==> src/rtl/port_rx_pkg.sv <==
// Shared definitions for the port->GDMA receive packetizer.
//   rx_state_e : packetizer FSM states
//   lane_w()   : width of the lane index for a given OUT_W/IN_W ratio (min 1)
//   ratio_ok() : legality of an IN_W/OUT_W pairing, used by the top-level
//                elaboration check
package port_rx_pkg;

    typedef enum logic [1:0] {
        S_HDR  = 2'd0,
        S_PAY  = 2'd1,
        S_LAST = 2'd2
    } rx_state_e;

    function automatic int lane_w(input int ratio);
        return (ratio <= 1) ? 1 : $clog2(ratio);
    endfunction

    function automatic bit ratio_ok(input int in_w, input int out_w);
        return (in_w > 0) && (out_w >= in_w) && ((out_w % in_w) == 0);
    endfunction

endpackage

==> src/rtl/port_rx_out_reg.sv <==
// Single-entry valid/ready output register for the packetizer.
// Ports:
//   gdma_clk, rst_n      clock, async active-low reset
//   in_valid/in_ready    load handshake from the packer
//   in_data, in_last     packed word and its tlast flag
//   m_tvalid/m_tready    downstream handshake
//   m_tdata, m_tlast     registered outputs, held while stalled
module port_rx_out_reg
    import port_rx_pkg::*;
#(
    parameter int W = 32
) (
    input  logic         gdma_clk,
    input  logic         rst_n,
    input  logic         in_valid,
    output logic         in_ready,
    input  logic [W-1:0] in_data,
    input  logic         in_last,
    output logic         m_tvalid,
    input  logic         m_tready,
    output logic [W-1:0] m_tdata,
    output logic         m_tlast
);

    // Accept a new word whenever the slot is empty or being drained this cycle.
    assign in_ready = !m_tvalid || m_tready;

    always_ff @(posedge gdma_clk or negedge rst_n) begin
        if (!rst_n) begin
            m_tvalid <= 1'b0;
            m_tdata  <= '0;
            m_tlast  <= 1'b0;
        end else if (in_ready) begin
            m_tvalid <= in_valid;
            if (in_valid) begin
                m_tdata <= in_data;
                m_tlast <= in_last;
            end
        end
    end

endmodule

==> src/rtl/port_rx_packetizer.sv <==
// Receive-side packetizer: narrow port words -> wide GDMA words with tlast.
// Strips HDR_WORDS leading words per packet when PORT_RX_PACKETIZER_HDR_STRIP_EN
// is defined (otherwise every word is payload), packs little-endian, zero-pads
// the final partial beat, and in sim mode counts and discards packets.
// Ports:
//   gdma_clk, rst_n            clock, async active-low reset
//   s_tvalid/s_tready/s_tdata  narrow input stream
//   m_tvalid/m_tready/m_tdata  wide output stream, m_tlast on final beat
//   mode_sim, pkt_len          per-packet config, latched on the first word
//   pkt_done, pkt_count        completion pulse and wrapping packet counter
//
// state  | meaning
// S_HDR  | dropping header words
// S_PAY  | packing payload words
// S_LAST | tlast beat pending, input stalled until it drains
module port_rx_packetizer
    import port_rx_pkg::*;
#(
    parameter int IN_W      = 16,
    parameter int OUT_W     = 32,
    parameter int LEN_W     = 8,
    parameter int HDR_WORDS = 1
) (
    input  logic             gdma_clk,
    input  logic             rst_n,
    input  logic             s_tvalid,
    output logic             s_tready,
    input  logic [IN_W-1:0]  s_tdata,
    output logic             m_tvalid,
    input  logic             m_tready,
    output logic [OUT_W-1:0] m_tdata,
    output logic             m_tlast,
    input  logic             mode_sim,
    input  logic [LEN_W-1:0] pkt_len,
    output logic             pkt_done,
    output logic [LEN_W-1:0] pkt_count
);

    localparam int RATIO  = OUT_W / IN_W;
    localparam int LANE_W = lane_w(RATIO);
`ifdef PORT_RX_PACKETIZER_HDR_STRIP_EN
    localparam int HDR_N = HDR_WORDS;
`else
    localparam int HDR_N = 0;
`endif
    localparam rx_state_e S_START = (HDR_N == 0) ? S_PAY : S_HDR;

    if (!ratio_ok(IN_W, OUT_W) || HDR_WORDS < 0 || HDR_WORDS >= (1 << LEN_W)) begin : g_cfg_err
        $error("port_rx_packetizer: illegal IN_W/OUT_W/HDR_WORDS combination");
    end

    rx_state_e         state_q, state_d;
    logic              run_q;
    logic              in_pkt_q;
    logic              sim_q;
    logic [LEN_W-1:0]  len_q;
    logic [LEN_W-1:0]  cnt_q;
    logic [LANE_W-1:0] lane_q;
    logic [OUT_W-1:0]  pack_q, pack_n;

    logic             sim_e, streaming, out_ready, acc, is_end, hdr_word;
    logic             lane_full, store_word, ld_valid, tlast_hs, done_d;
    logic [LEN_W-1:0] len_e, cnt_n;

    // Config is live on the first word of a packet, latched copy afterwards.
    assign sim_e     = in_pkt_q ? sim_q : mode_sim;
    assign len_e     = in_pkt_q ? len_q : pkt_len;
    assign streaming = (len_e == '0);

    assign s_tready  = run_q && (state_q != S_LAST) && (sim_e || out_ready);
    assign acc       = s_tvalid && s_tready;
    assign cnt_n     = cnt_q + 1'b1;
    assign is_end    = !streaming && (cnt_n == len_e);
    // Unframed streaming never strips, even if the FSM is still in S_HDR.
    assign hdr_word  = (state_q == S_HDR) && !streaming;
    assign lane_full = (lane_q == LANE_W'(RATIO - 1));
    assign store_word = acc && !hdr_word && !sim_e;
    assign ld_valid  = store_word && (lane_full || is_end);
    assign tlast_hs  = m_tvalid && m_tready && m_tlast;
    assign done_d    = (acc && is_end && (hdr_word || sim_e)) || tlast_hs;

    always_comb begin
        pack_n = pack_q;
        pack_n[int'(lane_q)*IN_W +: IN_W] = s_tdata;
    end

    always_comb begin
        state_d = state_q;
        if (tlast_hs) begin
            state_d = S_START;
        end else if (acc) begin
            if (is_end)
                state_d = (hdr_word || sim_e) ? S_START : S_LAST;
            else if (hdr_word)
                state_d = (cnt_n == LEN_W'(HDR_N)) ? S_PAY : S_HDR;
            else if (state_q == S_HDR)
                state_d = S_PAY;
        end
    end

    always_ff @(posedge gdma_clk or negedge rst_n) begin
        if (!rst_n) state_q <= S_START;
        else        state_q <= state_d;
    end

    always_ff @(posedge gdma_clk or negedge rst_n) begin
        if (!rst_n) begin
            run_q     <= 1'b0;
            in_pkt_q  <= 1'b0;
            sim_q     <= 1'b0;
            len_q     <= '0;
            cnt_q     <= '0;
            lane_q    <= '0;
            pack_q    <= '0;
            pkt_done  <= 1'b0;
            pkt_count <= '0;
        end else begin
            run_q    <= 1'b1;
            pkt_done <= done_d;
            if (done_d) pkt_count <= pkt_count + 1'b1;
            if (acc) begin
                if (!in_pkt_q) begin
                    sim_q <= mode_sim;
                    len_q <= pkt_len;
                end
                in_pkt_q <= !is_end;
                // Streaming holds the count at zero so it can never wrap.
                if (is_end)          cnt_q <= '0;
                else if (!streaming) cnt_q <= cnt_n;
            end
            if (store_word) begin
                if (ld_valid) begin
                    lane_q <= '0;
                    pack_q <= '0;
                end else begin
                    lane_q <= lane_q + 1'b1;
                    pack_q <= pack_n;
                end
            end
        end
    end

    port_rx_out_reg #(.W(OUT_W)) u_out_reg (
        .gdma_clk (gdma_clk),
        .rst_n    (rst_n),
        .in_valid (ld_valid),
        .in_ready (out_ready),
        .in_data  (pack_n),
        .in_last  (is_end),
        .m_tvalid (m_tvalid),
        .m_tready (m_tready),
        .m_tdata  (m_tdata),
        .m_tlast  (m_tlast)
    );

endmodule

==> config.mk <==
export PLATFORM = sky130hd
export DESIGN_NAME = port_rx_packetizer
export DESIGN_NICKNAME = d
export VERILOG_FILES = /design/src/rtl/port_rx_pkg.sv /design/src/rtl/port_rx_out_reg.sv /design/src/rtl/port_rx_packetizer.sv
export SDC_FILE = /design/constraint.sdc
export NUM_CORES = 1
export LEC_CHECK = 0
export CAP_MARGIN = 20
export CORE_ASPECT_RATIO = 0.9
export CORE_MARGIN = 5
export CORE_UTILIZATION = 53
export DETAILED_ROUTE_END_ITERATION = 12
export HOLD_SLACK_MARGIN = 0.15
export PLACE_DENSITY = 0.75
export SYNTH_ARGS = -nofsm -noshare
export SYNTH_HDL_FRONTEND = slang
export SYNTH_SLANG_ARGS = --single-unit
export TNS_END_PERCENT = 30
==> constraint.sdc <==
create_clock -name gdma_clk -period 3.06 [get_ports gdma_clk]
set_input_delay 0.459 -clock gdma_clk [delete_from_list [all_inputs] [get_ports gdma_clk]]
set_output_delay 0.459 -clock gdma_clk [all_outputs]
set_load 0.03 [all_outputs]
Word level (Yosys, flattened, before mapping) --
Index checks and enable logic that the tools add are counted. Widths: inputs -> output; s select.
Word-level totals: output and inout port bits 44, input port bits 29, word-level logic and storage cells 66, bits in registers 97
Operators by class: $add $sub $neg 4, shifts and indexed selects 2, reductions and logical operators 30, mux-type cells 14, equality and inequality tests 3
Operators by type and width (number):
- $neg 5->33 | 1
- $shift 16x33->32 const A | 1
- $shiftx 16x33->32 | 1
- $bwmux 32 | 1
- $mux 32 | 1
- $mux 8 | 3
- $add 8x1->8 const B | 2
- $logic_not 8->1 | 2
- $logic_and 1x1->1 | 12
- $mux 2 | 6
- $eq 8x8->1 | 1
- $reduce_and 2->1 | 3
- $logic_not 1->1 | 5
- $logic_or 1x1->1 | 5
- $reduce_bool 4->1 | 1
- $mux 1 | 3
- $logic_not 2->1 | 1
- $ne 2x1->1 const B | 1
- $ne 2x2->1 const B | 1
- $reduce_bool 2->1 | 1
- $add 1x1->1 const B | 1

Longest topological paths before layout --
word-level depth 9, gate-level depth with buffers 12

Modules after synthesis --
From an unflattened synthesis, not the netlist that was laid out.
Second synthesis, totals: cell total of the unflattened synthesis 359, area, all modules 4737.0 µm²
By module, submodules not included:
- port_rx_packetizer | instances 1, area an instance 3309.4 µm², cells each 286
- port_rx_out_reg | instances 1, area an instance 1427.6 µm², cells each 73

Worst setup path after synthesis --
No wires, ideal clock.
kind flip-flop to flip-flop, start point register cnt_q[0], end point register u_out_reg.m_tdata[20], period minus slack after synthesis 2.574 ns, setup time 0.126 ns, stages on the path, launching flop included 12, arrival 2.447 ns, path slack 0.486 ns, path buffers 3, cell sequence dfrtp_1 > ha_1 > nand2_1 > or3_1 > a211oi_1 > a31o_1 > buf_4 > and3_1 > buf_4 > o21ai_4 > buf_2 > a221o_1
Between the ends: word-level cells in the longest chain between the ends 6
RTL lines:
- start: declaration | RTL line port_rx_packetizer.sv:57 | logic [LEN_W-1:0] cnt_q;
- start signal: assignment | RTL line port_rx_packetizer.sv:129 | else if (!streaming) cnt_q <= cnt_n;
- $add 8x1->8 | RTL line port_rx_packetizer.sv:72 | assign cnt_n = cnt_q + 1'b1;
- $eq 8x8->1 | RTL line port_rx_packetizer.sv:73 | assign is_end = !streaming && (cnt_n == len_e);
- $logic_and 1x1->1 | RTL line port_rx_packetizer.sv:73
- $logic_or 1x1->1 | RTL line port_rx_packetizer.sv:78 | assign ld_valid = store_word && (lane_full || is_end);
- $logic_and 1x1->1 | RTL line port_rx_packetizer.sv:78
- $reduce_and 2->1 (no source line)
- end signal: assignment | RTL line port_rx_out_reg.sv:36 | m_tdata <= in_data;
- end: declaration | RTL line port_rx_out_reg.sv:21 | output logic [W-1:0] m_tdata,
Every way passes these cells. A chain may end at the register's enable or synchronous reset.

Worst setup path in the final report --
start point register cnt_q[0], end point register u_out_reg.m_tdata[11]
Same word-level chain as after synthesis.

==> results.py <==
metrics = {
    "floorplan": {
        "floorplan.die_area_mm2": 0.0104,
        "io_pins": 73,
        "core-area_mm2": 0.00818,
        "dieWidth_um": 107,
        "initial_core_util_pct": 55.0,
        "die_h_um": 97.4,
        "fp-row-count": 31,
    },
    "timing": {
        "setup_violations": 0,
        "hold_slack_ns": 0.450,
        "final_max_slew_viol_count": 0,
        "finClkSkew_ns": 0.0114,
        "hold_viol": 0,
        "rsz0062_at_grt": "false",
        "max_clock_freq_mhz": 359,
        "setup_ws_ns": 0.273,
        "fin_crit_sh_pct": 91.1,
        "fin_setup_tns_ns": 0,
        "min_period_ns": 2.79,
    },
    "routing": {
        "m1WireLength_um": 4390,
        "wl_per_cell_um": 16.4,
        "top_layer": "met4",
        "ant_nets": 0,
        "drc_errors": 0,
        "wl_met3_um": 585,
        "totalWireLength_um": 9730,
        "dr.pass1.iters": 4,
        "route.met2.wl_um": 4610,
        "viasPerCell": 5.61,
        "first_iter_violations": 153,
        "vias": 3322,
    },
    "clocking": {
        "insertion_delay_ns": 0.37,
        "cts-htree-levels": 3,
        "tritoncts": "built",
        "clk_pin_slew_ns": 0.10,
        "cts_buffers": 9,
        "numClockSinks": 97,
        "cts_max_path_buffers": 2,
        "root_buffer": "clkbuf_8",
    },
    "critical_path": {
        "cp_slowest_cell": "dfrtp_1",
        "startpoint_type": "register",
        "worst-endpoint-arrival_ns": 3.04,
        "critPathMaxStageDelay_ns": 0.48,
        "worstRegToRegCells": 9,
        "regToRegStartpoint": "cnt_q[0]$_DFFE_PN0P_",
        "rrSetupSlack_ns": 0.27,
        "critPathKind": "reg -> reg",
        "setup.worst_path.end_class": "register",
        "worst-path-max-fanout": 20,
        "cp_cell_sequence": "ha_1, nand2_1, or3_1, a211oi_1, a31o_1, and3_1, o21ai_4, buf_4, a221o_1",
        "cp_data_required_time_ns": 3.31,
        "r2r_end": "u_out_reg.m_tdata[11]$_DFFE_PN0P_",
    },
    "synth": {
        "synth-edff-count": 0,
        "synth-seq-cells": 97,
        "syn_inst": 397,
        "ys_seq_area_share_pct": 54.0,
        "syn_avg_cell_area_um2": 11.3,
        "synthDistinctLibCells": 57,
        "yosysWarnings": 0,
        "async_reset_ff_share_pct": 100,
        "synth-main-ff-cell": "dfrtp_1",
        "syn_nets": 428,
        "synthesis.area_mm2": 0.00450,
    },
    "grt": {
        "grt_antenna_before_repair": 0,
        "grt_pass1_vias": 3297,
        "grt_max_degree": 81,
        "overflow": 0,
        "grt_pass1_wl_um": 16600,
        "grt_usage_pct": 19.6,
    },
    "cells_and_area": {
        "stdcell_count": 592,
        "layout-drive-gt1-share_pct": 12.2,
        "layout_common_cells": "96 x dfrtp_1, 71 x clkdlybuf4s50_1, 47 x nand2_1",
        "fin_nets": 503,
        "fin_util_pct": 68.3,
        "antenna_cells": 0,
        "fillers": 616,
        "final_common_cell": "dfrtp_1",
        "area_growth_syn_to_layout_pct": 24.2,
    },
    "flow_run": {
        "maxCapViolCount": 0,
    },
    "power": {
        "p_per_area_mw_per_mm2": 573,
        "p_leak_nw": 2.70,
        "vdd_ir_drop_max_mv": 0.321,
    },
    "placement": {
        "place_ws_ns": 0.131,
        "dp_cells": 573,
        "dp_hpwl_um": 6640,
        "gp_congestion": 0.880,
        "portBuffers": 72,
    },
    "hold_path": {
        "hp-class": "in -> async",
    },
    "run_status": {
        "status": "completed",
    },
}
[sequential cells by signal, summed over array words and instances (netlist names)]
signal              count
cnt_q                   8
in_pkt_q                1
pkt_done                1
pkt_count               8
u_out_reg.m_tvalid      1
run_q                   1
state_q                 2
u_out_reg.m_tdata      32
len_q                   8
pack_q                 32
lane_full               1
u_out_reg.m_tlast       1
sim_q                   1
[cell type report]
type | count | area, µm² | share of cell area [%]
clock buffer | 10 | 138 | 2.46
clock inverter | 6 | 60.1 | 1.07
inverter | 2 | 7.51 | 0.134
multi-input combinational | 271 | 1890 | 33.9
sequential | 97 | 2430 | 43.5
tap | 115 | 144 | 2.58
timing repair buffer | 91 | 916 | 16.4
[per-layer routing]
layer / global-route usage [%] / vias to the layer above
met4: 6.69 / 0
met3: 3.92 / 13
met1: 27.7 / 1598
li1: - / 1596
met5: 0 / -
met2: 30.2 / 115
[synth_stat cells (2+ instances only)]
cell | n | share of area (%)
nand3_1 | 19 | 2.1
xor2_1 | 5 | 0.97
dfrtp_1 | 96 | 53
a221o_1 | 32 | 7.1
nor2_1 | 7 | 0.58
nor3_1 | 3 | 0.33
nand4_1 | 2 | 0.28
buf_2 | 4 | 0.44
or3_1 | 5 | 0.70
o21ai_0 | 12 | 1.3
a21oi_1 | 4 | 0.44
buf_6 | 8 | 2.0
nand2_1 | 47 | 3.9
clkbuf_1 | 11 | 0.92
a31oi_2 | 2 | 0.56
nor4_1 | 3 | 0.42
nand4b_1 | 2 | 0.39
a21oi_2 | 2 | 0.39
or2_2 | 2 | 0.28
nand2b_1 | 5 | 0.70
a31o_1 | 2 | 0.39
xnor2_1 | 10 | 1.9
and3_1 | 37 | 5.1
buf_4 | 3 | 0.50
a31oi_1 | 4 | 0.56
a21o_1 | 3 | 0.50
mux2i_1 | 9 | 2.0
mux2_2 | 9 | 2.3
nor3b_1 | 3 | 0.50
ha_1 | 2 | 0.56
and2_1 | 18 | 2.5
[worst max-delay path, delay by kind of cell, from the launching register on]
family                     cells  cell delay, ns
DFF                            1            0.48
AOI/OAI and AO/OA              4            0.91
adders and majority gates      1            0.29
buffers and inverters          1            0.21
and+or+nand+nor                3            0.81
[power breakdown]
part / internal [mW] / switching [mW]
combinational: 0.348 / 0.412
clock: 0.336 / 0.485
sequential: 1.46 / 0.158
total: 2.15 / 1.06
[logic make-up (layout without fill, tap and decap cells)]
kind of cell	count (synthesis)	in the layout	share of synthesized area [%]
xor gates and xnor gates	16	16	3.42
other	1	1	0.0833
AOI/OAI and AO/OA	73	73	13.9
and+or+nand+nor	160	160	19.5
adders and majority gates	2	2	0.556
muxes	19	19	4.50
buffers and inverters	29	109	4.11
DFF	97	97	54.0
[worst max path at each step]
stage	cells after the start	slack, ns	from	endpoint
5_1_grt	9	0.09	cnt_q[0]$_DFFE_PN0P_	u_out_reg.m_tdata[11]$_DFFE_PN0P_
6_report	9	0.27	cnt_q[0]$_DFFE_PN0P_	u_out_reg.m_tdata[11]$_DFFE_PN0P_
2_1_floorplan	11	0.49	cnt_q[0]$_DFFE_PN0P_	u_out_reg.m_tdata[20]$_DFFE_PN0P_
3_5_place_dp	9	0.13	pkt_len[6]	u_out_reg.m_tdata[11]$_DFFE_PN0P_
4_1_cts	9	0.24	cnt_q[0]$_DFFE_PN0P_	u_out_reg.m_tdata[11]$_DFFE_PN0P_
3_3_place_gp	9	0.16	pkt_len[6]	u_out_reg.m_tdata[25]$_DFFE_PN0P_
[through the flow]
step           power [mW]  area, µm²
6_report             3.20       5590
5_1_grt              3.39       5590
4_1_cts              3.19       5520
3_5_place_dp         2.36       5330
3_3_place_gp         2.33       5330
2_1_floorplan        2.09       4500
[timing repair]
item	CTS	global route
gates resized for setup	0	0
hold endpoints to repair	0	8
buffers inserted	0	0
hold buffers	0	1
(Power assumes the default switching activity.)
